[config.mk]
export PLATFORM = sky130hd
export DESIGN_NAME = arbitro_barramento
export DESIGN_NICKNAME = d
export VERILOG_FILES = /design/src/rtl/arbitro_pkg.sv /design/src/rtl/seletor_rr.sv /design/src/rtl/arbitro_barramento.sv
export SDC_FILE = /design/constraint.sdc
export NUM_CORES = 1
export LEC_CHECK = 0
export CAP_MARGIN = 0
export CORE_MARGIN = 2
export CORE_UTILIZATION = 49
export DETAILED_ROUTE_END_ITERATION = 10
export PLACE_DENSITY = 0.82
export SLEW_MARGIN = 20
export SYNTH_ARGS = -nofsm -noshare
export SYNTH_HDL_FRONTEND = slang
export SYNTH_SLANG_ARGS = --single-unit
[constraint.sdc]
create_clock -name clock -period 3.1 [get_ports clock]
set_input_delay 0.62 -clock clock [delete_from_list [all_inputs] [get_ports clock]]
set_output_delay 0.62 -clock clock [all_outputs]
set_load 0.05 [all_outputs]
[src/rtl/arbitro_pkg.sv]
// Shared definitions for the round-robin bus arbiter (arbitro_barramento).
package arbitro_pkg;

  localparam int unsigned N_FONTES = 4;
  localparam int unsigned SEL_W    = 2;

  typedef enum logic {
    LIVRE     = 1'b0,
    CONCEDIDO = 1'b1
  } estado_t;

  // Pointer starts at the last index so source 0 is searched first.
  localparam logic [SEL_W-1:0] ULTIMO_RESET = 2'd3;

  function automatic logic [N_FONTES-1:0] oneHot(input logic [SEL_W-1:0] idx);
    oneHot      = '0;
    oneHot[idx] = 1'b1;
  endfunction

endpackage

[src/rtl/seletor_rr.sv]
// Combinational round-robin search: first asserted req starting at ultimo+1.
module seletor_rr
  import arbitro_pkg::*;
(
  input  logic [N_FONTES-1:0] req,
  input  logic [SEL_W-1:0]    ultimo,
  output logic                achou,
  output logic [SEL_W-1:0]    indice
);

  logic [SEL_W-1:0] cand;

  always_comb begin
    achou  = 1'b0;
    indice = ultimo;
    cand   = '0;
    for (int unsigned k = 1; k <= N_FONTES; k++) begin
      cand = ultimo + SEL_W'(k);
      if (!achou && req[cand]) begin
        achou  = 1'b1;
        indice = cand;
      end
    end
  end

endmodule

[src/rtl/arbitro_barramento.sv]
// Round-robin arbiter driving the 16-to-4 bus mux selects.
// Optional tenure quantum enabled by defining ARBITRO_QUANTUM_EN.
module arbitro_barramento
  import arbitro_pkg::*;
#(
  parameter int unsigned QUANTUM = 8
)(
  input  logic                clock,
  input  logic                reset,
  input  logic [N_FONTES-1:0] req,
  output logic [N_FONTES-1:0] grant,
  output logic                chave0,
  output logic                chave1,
  output logic                ocupado
);

  if (QUANTUM < 2 || QUANTUM > 255) begin : gQuantumFaixa
    $error("QUANTUM out of range 2..255");
  end

  estado_t             estado, estadoProx;
  logic [SEL_W-1:0]    ultimo, ultimoProx;
  logic [SEL_W-1:0]    sel, selProx;
  logic [N_FONTES-1:0] grantProx;
  logic                achou;
  logic [SEL_W-1:0]    indice;
  logic                novaConcessao;
`ifdef ARBITRO_QUANTUM_EN
  logic [7:0]          cont, contProx;
`endif

  seletor_rr uSeletor (
    .req   (req),
    .ultimo(ultimo),
    .achou (achou),
    .indice(indice)
  );

  always_comb begin
    estadoProx    = estado;
    ultimoProx    = ultimo;
    grantProx     = grant;
    selProx       = sel;
    novaConcessao = 1'b0;
`ifdef ARBITRO_QUANTUM_EN
    contProx      = cont;
`endif
    unique case (estado)
      LIVRE: begin
        if (achou) novaConcessao = 1'b1;
      end
      CONCEDIDO: begin
        // ultimo always names the current holder while CONCEDIDO.
        if (!req[ultimo]) begin
          if (achou) begin
            novaConcessao = 1'b1;
          end else begin
            estadoProx = LIVRE;
            grantProx  = '0;
          end
        end
`ifdef ARBITRO_QUANTUM_EN
        // Holder still requesting: search wraps to the holder only when nobody else waits.
        else if (cont == 8'(QUANTUM - 1)) begin
          if (indice != ultimo) novaConcessao = 1'b1;
          else                  contProx = '0;
        end else begin
          contProx = cont + 8'd1;
        end
`endif
      end
      default: ;
    endcase
    if (novaConcessao) begin
      estadoProx = CONCEDIDO;
      ultimoProx = indice;
      grantProx  = oneHot(indice);
      selProx    = indice;
`ifdef ARBITRO_QUANTUM_EN
      contProx   = '0;
`endif
    end
  end

  always_ff @(posedge clock or posedge reset) begin
    if (reset) begin
      estado  <= LIVRE;
      ultimo  <= ULTIMO_RESET;
      grant   <= '0;
      sel     <= '0;
      ocupado <= 1'b0;
`ifdef ARBITRO_QUANTUM_EN
      cont    <= '0;
`endif
    end else begin
      estado  <= estadoProx;
      ultimo  <= ultimoProx;
      grant   <= grantProx;
      sel     <= selProx;
      ocupado <= |grantProx;
`ifdef ARBITRO_QUANTUM_EN
      cont    <= contProx;
`endif
    end
  end

  assign chave0 = sel[0];
  assign chave1 = sel[1];

endmodule

==> flow_summary.ini, run 1 <==
[run_status]
status = complete, no violations

[global_routing]
grt_antenna_before_repair = 0
grt_first_pass_wirelength_um = 2860
grt_pass1_vias = 660
groute.usage.overall = 0.213
gr-total-overflow = 0
largest_net_degree_at_the_start_of_global_routing = 17

[cts]
cts-buffers-inserted = 3
clockRootBuffer = clkbuf_4
cts.path.max_buffers = 2
post_cts.resized_instances = 0
cts-hold-fix-buffers = 0
clkSlewWorstSetupHoldPaths_ps = 60
clock_tree_from_tritoncts = built
post_cts.repair.setup_buffers = 0
clock_tree.htree_level_count = 1
clock_latency_ps = 280
cts_sinks = 10

[synth]
postSynth.topFlopCell = dfrtp_1
synth_enable_flop_cells = 0
post_synth_main_area_contributors = dfrtp_1, dfstp_2, a21oi_1
synth.yosys.seq_area_share = 0.358
yosys_warnings = 0
synth.cell_area_sq_um = 706
ys_types = 30
postSynthRegisterBits = 10
yosysTopAreaCell = dfrtp_1
synth_area_per_cell_sq_um = 8.21
syn_nets = 92
synth_largest_type_area_fraction = 0.284
share_of_flip_flops_with_an_asynchronous_set_or_reset_after_synthesis = 1.00
netlist_instances = 86

[final_layout]
post_layout_nonfiller_instances = 115
area.growth.synth_to_final_pct = 23.4
layout.cells.most_common_list = clkdlybuf4s50_1, inv_1, a21oi_1, nor2_1, dfrtp_1
layout.cells.most_common = clkdlybuf4s50_1
num-nets-final = 107
final_layout_size_suffix_gt1_frac = 0.130
ff_latch_area_sq_um = 253
antennaDiodeCount = 0
multiInputGateArea_sq_um = 389
fillCellCount = 107

[routing]
detail_route.first_pass.iterations = 4
routed.top_layer = met4
routedWlPerCell_um = 13.8
routed_via_density = 5.97
antenna_violating_nets_post_route = 0
met2RoutedLength_um = 759
met3_length_um = 98
totalWireLength_um = 1590
drt_first_iter_violations = 16
remaining_drc_errors = 0
vias = 687
wl_met1_um = 689

[critical_path]
critical-path-max-stage-delay_ps = 500
worst_path_dominant_cell_family = multiplexers
cpMaxStageDelayCell = or4_1
timing.critical_path.arrival_ps = 2730
total_buffers_and_inverters_traversed_by_the_critical_path = 1
end_kind = flip-flop
crit_fanout = 4
timing.critical_path.required_ps = 3250
worstPathCellList = clkdlybuf4s50_1, mux4_2, mux2_4, a221o_1, or4_1
worstSetupPathType = in -> reg
critPathLaunchType = primary input

[power]
share_seq_of_total_power = 0.313
clkPwrFrac = 0.109
power.density_mw_per_mm2 = 1010
intPower_w = 0.000451
combPwrFrac = 0.578
power.net_switching_w = 0.000425
vdd.ir_drop.worst_mv = 0.574
switching_part_of_the_total_power = 0.485
power_leakage_nw = 0.366

[floorplanning]
boundaryPins = 13
row_count = 13
die_height_um = 42.0
design.die.area_sq_mm = 0.00176
coreArea_sq_mm = 0.00132
start_util = 0.536
die_w_um = 42.0

[placed_design]
io_buffer_count = 12
gpl.final_weighted_congestion = 0.819
dpl.cell_count = 111
dp.final_hpwl_um = 1200

[timing]
hold_violations = 0
post-route-period-util = 0.832
setup_total_negative_slack_ps = 0
post-route-min-period_ps = 2580
slew-limit-headroom = 0.671
max_transition_viols_final = 0
clock_tree_skew_after_final_layout_ps = 7.24
worst_slew_pin_slew_ps = 492
fmaxAchievable_mhz = 387
rsz0062_at_grt = no
setup_violations = 0

[flow_run]
max_cap_violations = 0

[hold_path]
hold_path.class = reg -> reg
metal layers:
layer	track usage	up-vias
met3	0.0783	6
met1	0.264	321
met2	0.334	24
met5	0	-
li1	-	336
met4	0.0839	0
sequential cells by signal, summed over array words and instances, names as in the netlist:
signal   flops
sel          2
ultimo       2
estado       1
grant        4
ocupado      1
final timing paths:
check	start	end	slack, ps	cells past startpoint
min in group asynchronous	reset	grant[0]	620	2
max reg2reg	ultimo[0]	ocupado	610	4
min reg2reg	sel[0]	sel[0]	500	1
max	req[2]	ocupado	520	5
min	sel[0]	sel[0]	500	1
max in group asynchronous	reset	ultimo[1]	2160	2
metrics by stage:
stage          setup WS, ps  hold WS [ps]  power [W]   util  instance area (sq um)
6_report                519           498   0.000876  0.661                    871
3_3_place_gp            283           481   0.000775  0.641                    845
3_5_place_dp            241           483   0.000782  0.641                    845
2_1_floorplan           662           459   0.000637      -                    706
4_1_cts                 534           502   0.000881  0.661                    871
5_1_grt                 467           518   0.000940  0.661                    871
Yosys cell counts, types with 2 or more instances:
cell / n
a21oi_1: 8
o21a_1: 2
o21ai_0: 6
o211ai_1: 3
o311ai_0: 3
nand2b_1: 5
nor2_1: 8
nor4_1: 2
nand2_1: 7
a31oi_1: 2
dfstp_2: 2
dfrtp_1: 8
inv_1: 9
clkbuf_1: 5
power groups by stage:
stage / registers [W] / clock network, W / logic, W
floorplan: 0.000387 / 0 / 0.000250
finish: 0.000274 / 0.0000958 / 0.000506
CTS: 0.000274 / 0.0000985 / 0.000509
detailed placement: 0.000276 / 0 / 0.000507
global placement: 0.000274 / 0 / 0.000501
global route: 0.000287 / 0.000104 / 0.000548
area by class of cell:
type / instances / area share
multi-input cells: 61 / 0.447
inverters: 9 / 0.0388
well taps: 15 / 0.0216
repair buffers: 16 / 0.172
flip-flops and latches: 10 / 0.290
clock buffers: 4 / 0.0302
kinds of logic after synthesis:
family	count (synthesis)	share of synthesized area
and+or+nand+nor	27	0.192
xor gates and xnor gates	1	0.0124
buffers and inverters	15	0.0904
DFF	10	0.358
muxes	3	0.0674
AOI/OAI and AO/OA	30	0.280
No activity file was read; power rests on OpenSTA's default activity.
==> run 2: changes to the inputs <==
- CORE_UTILIZATION: 49 -> 45
- PLACE_DENSITY: 0.82 -> 0.79
- clock period: 3.1 -> 2.08 ns (I/O delays scaled with it)
==> run 2 against run 1 <==
  * The run now ends with negative setup slack left
  * Setup slack got worse by 750 ps
  * Clock-buffer cell count unchanged
  * Cell area increased by 9.6%
  * Cell count increased by 9.6%
  * Global-route usage increased by 2.0 points
  * Critical path type unchanged
  * Largest cell class unchanged
==> flow_summary.ini, run 2 (synthesis gave the netlist of run 1 again) <==
[run_status]
status = finished with violations
violations_in_the_final_reports = negative setup slack

[timing]
timing.final.ws_setup_ps = -231
setup_violations = 1
clock_tree_skew_after_final_layout_ps = 6.80
worst_slew_pin_slew_ps = 539
post-route-min-period_ps = 2310
post-route-period-util = 1.11
rsz0062_at_grt = yes
slew-limit-headroom = 0.636
fmaxAchievable_mhz = 433
hold_violations = 0
max_transition_viols_final = 0

[floorplanning]
coreArea_sq_mm = 0.00149
die_height_um = 43.6
boundaryPins = 13
start_util = 0.474
design.die.area_sq_mm = 0.00190
row_count = 14
die_w_um = 43.6

[cts]
cts.path.max_buffers = 2
cts-buffers-inserted = 3
clock_latency_ps = 270
clkSlewWorstSetupHoldPaths_ps = 70
clock_tree.htree_level_count = 1
clock_tree_from_tritoncts = built
cts-hold-fix-buffers = 0
clockRootBuffer = clkbuf_4
cts_sinks = 10

[placed_design]
dpl_worst_slack_ps = -527
gpl.final_weighted_congestion = 0.880
io_buffer_count = 12
dp.final_hpwl_um = 1390

[critical_path]
timing.critical_path.arrival_ps = 2450
total_buffers_and_inverters_traversed_by_the_critical_path = 1
cpMaxStageDelayCell = mux4_2
worstSetupPathType = in -> reg
timing.critical_path.required_ps = 2220
critical-path-max-stage-delay_ps = 490
worstPathCellList = clkdlybuf4s50_1, mux4_2, mux2_4, a221o_1, or4_1
critPathLaunchType = primary input
crit_fanout = 4
end_kind = flip-flop
worst_path_dominant_cell_family = multiplexers

[routing]
remaining_drc_errors = 0
routed_via_density = 5.91
drt_first_iter_violations = 20
vias = 745
antenna_violating_nets_post_route = 0
detail_route.first_pass.iterations = 4
routedWlPerCell_um = 14.4
totalWireLength_um = 1820

[final_layout]
layout.cells.most_common_list = buf_4, clkdlybuf4s50_1, inv_1
num-nets-final = 117
largest_register_ffs = 4
area.growth.synth_to_final_pct = 35.3
regMostFlops = grant
final_layout_size_suffix_gt1_frac = 0.218
layout.cells.most_common = buf_4
antennaDiodeCount = 0
reg.largest.list = grant x4, sel x2, ultimo x2

[power]
power.density_mw_per_mm2 = 1530
total_power_w = 0.00146
vdd.ir_drop.worst_mv = 0.831
power_leakage_nw = 0.424

[global_routing]
grt_antenna_before_repair = 0
grt_first_pass_wirelength_um = 3180
grt_pass1_vias = 710
largest_net_degree_at_the_start_of_global_routing = 16
groute.usage.overall = 0.234
gr-total-overflow = 0

[hold_path]
hold_path.class = in -> async

[flow_run]
max_cap_violations = 0
## run 2: cell types whose count changed in the layout (fill, tap and decap cells not counted)
cell | before | now
clkbuf_8 | 0 | 1
clkbuf_1 | 1 | 0
buf_4 | 4 | 14
dlygate4sd2_1 | 0 | 2
clkdlybuf4s50_1 | 12 | 10
## run 2: report_power, final
group          total [W]  switching, W  internal (W)
combinational   0.000944      0.000554      0.000389
sequential      0.000347     0.0000520      0.000295
clock           0.000174     0.0000673      0.000106
## run 2: cell type report
cell class,instances,area [sq um]
fill,130,534
multi-input combinational,61,389
sequential,10,253
timing repair buffer,26,223
clock buffer,4,36.3
inverter,9,33.8
tap,16,20.0
## run 2: path summary, 6_finish.rpt
check,endpoint,slack (ps),start,cells past startpoint
worst max-delay path,ocupado,-230,req[0],5
worst min-delay path,ocupado,420,reset,2
worst max register to register,ocupado,-230,ultimo[0],4
worst min register to register,sel[0],510,sel[0],1
max in group asynchronous,ultimo[1],1350,reset,2
min in group clock,sel[0],510,sel[0],1
## run 2: metal layers
metal / routed length [um] / global-route usage
met2: 915 / 0.379
met5: 0 / 0
met4: 54 / 0.109
met1: 741 / 0.277
met3: 109 / 0.0792
## run 2: repair_timing
action,4_1_cts,5_1_grt
resized for setup,2,0
buffers inserted,0,0
setup endpoints to repair,1,1
cloned,0,0
## run 2: through the flow
stage	cell area (sq um)	cells	hold slack, ps	setup TNS, ps	util
floorplan	706	86	255	-145	-
global placement	921	122	487	-791	0.618
detailed placement	921	122	495	-1070	0.618
CTS	955	126	423	-224	0.641
global route	955	126	481	-272	0.641
finish	955	126	415	-231	0.641
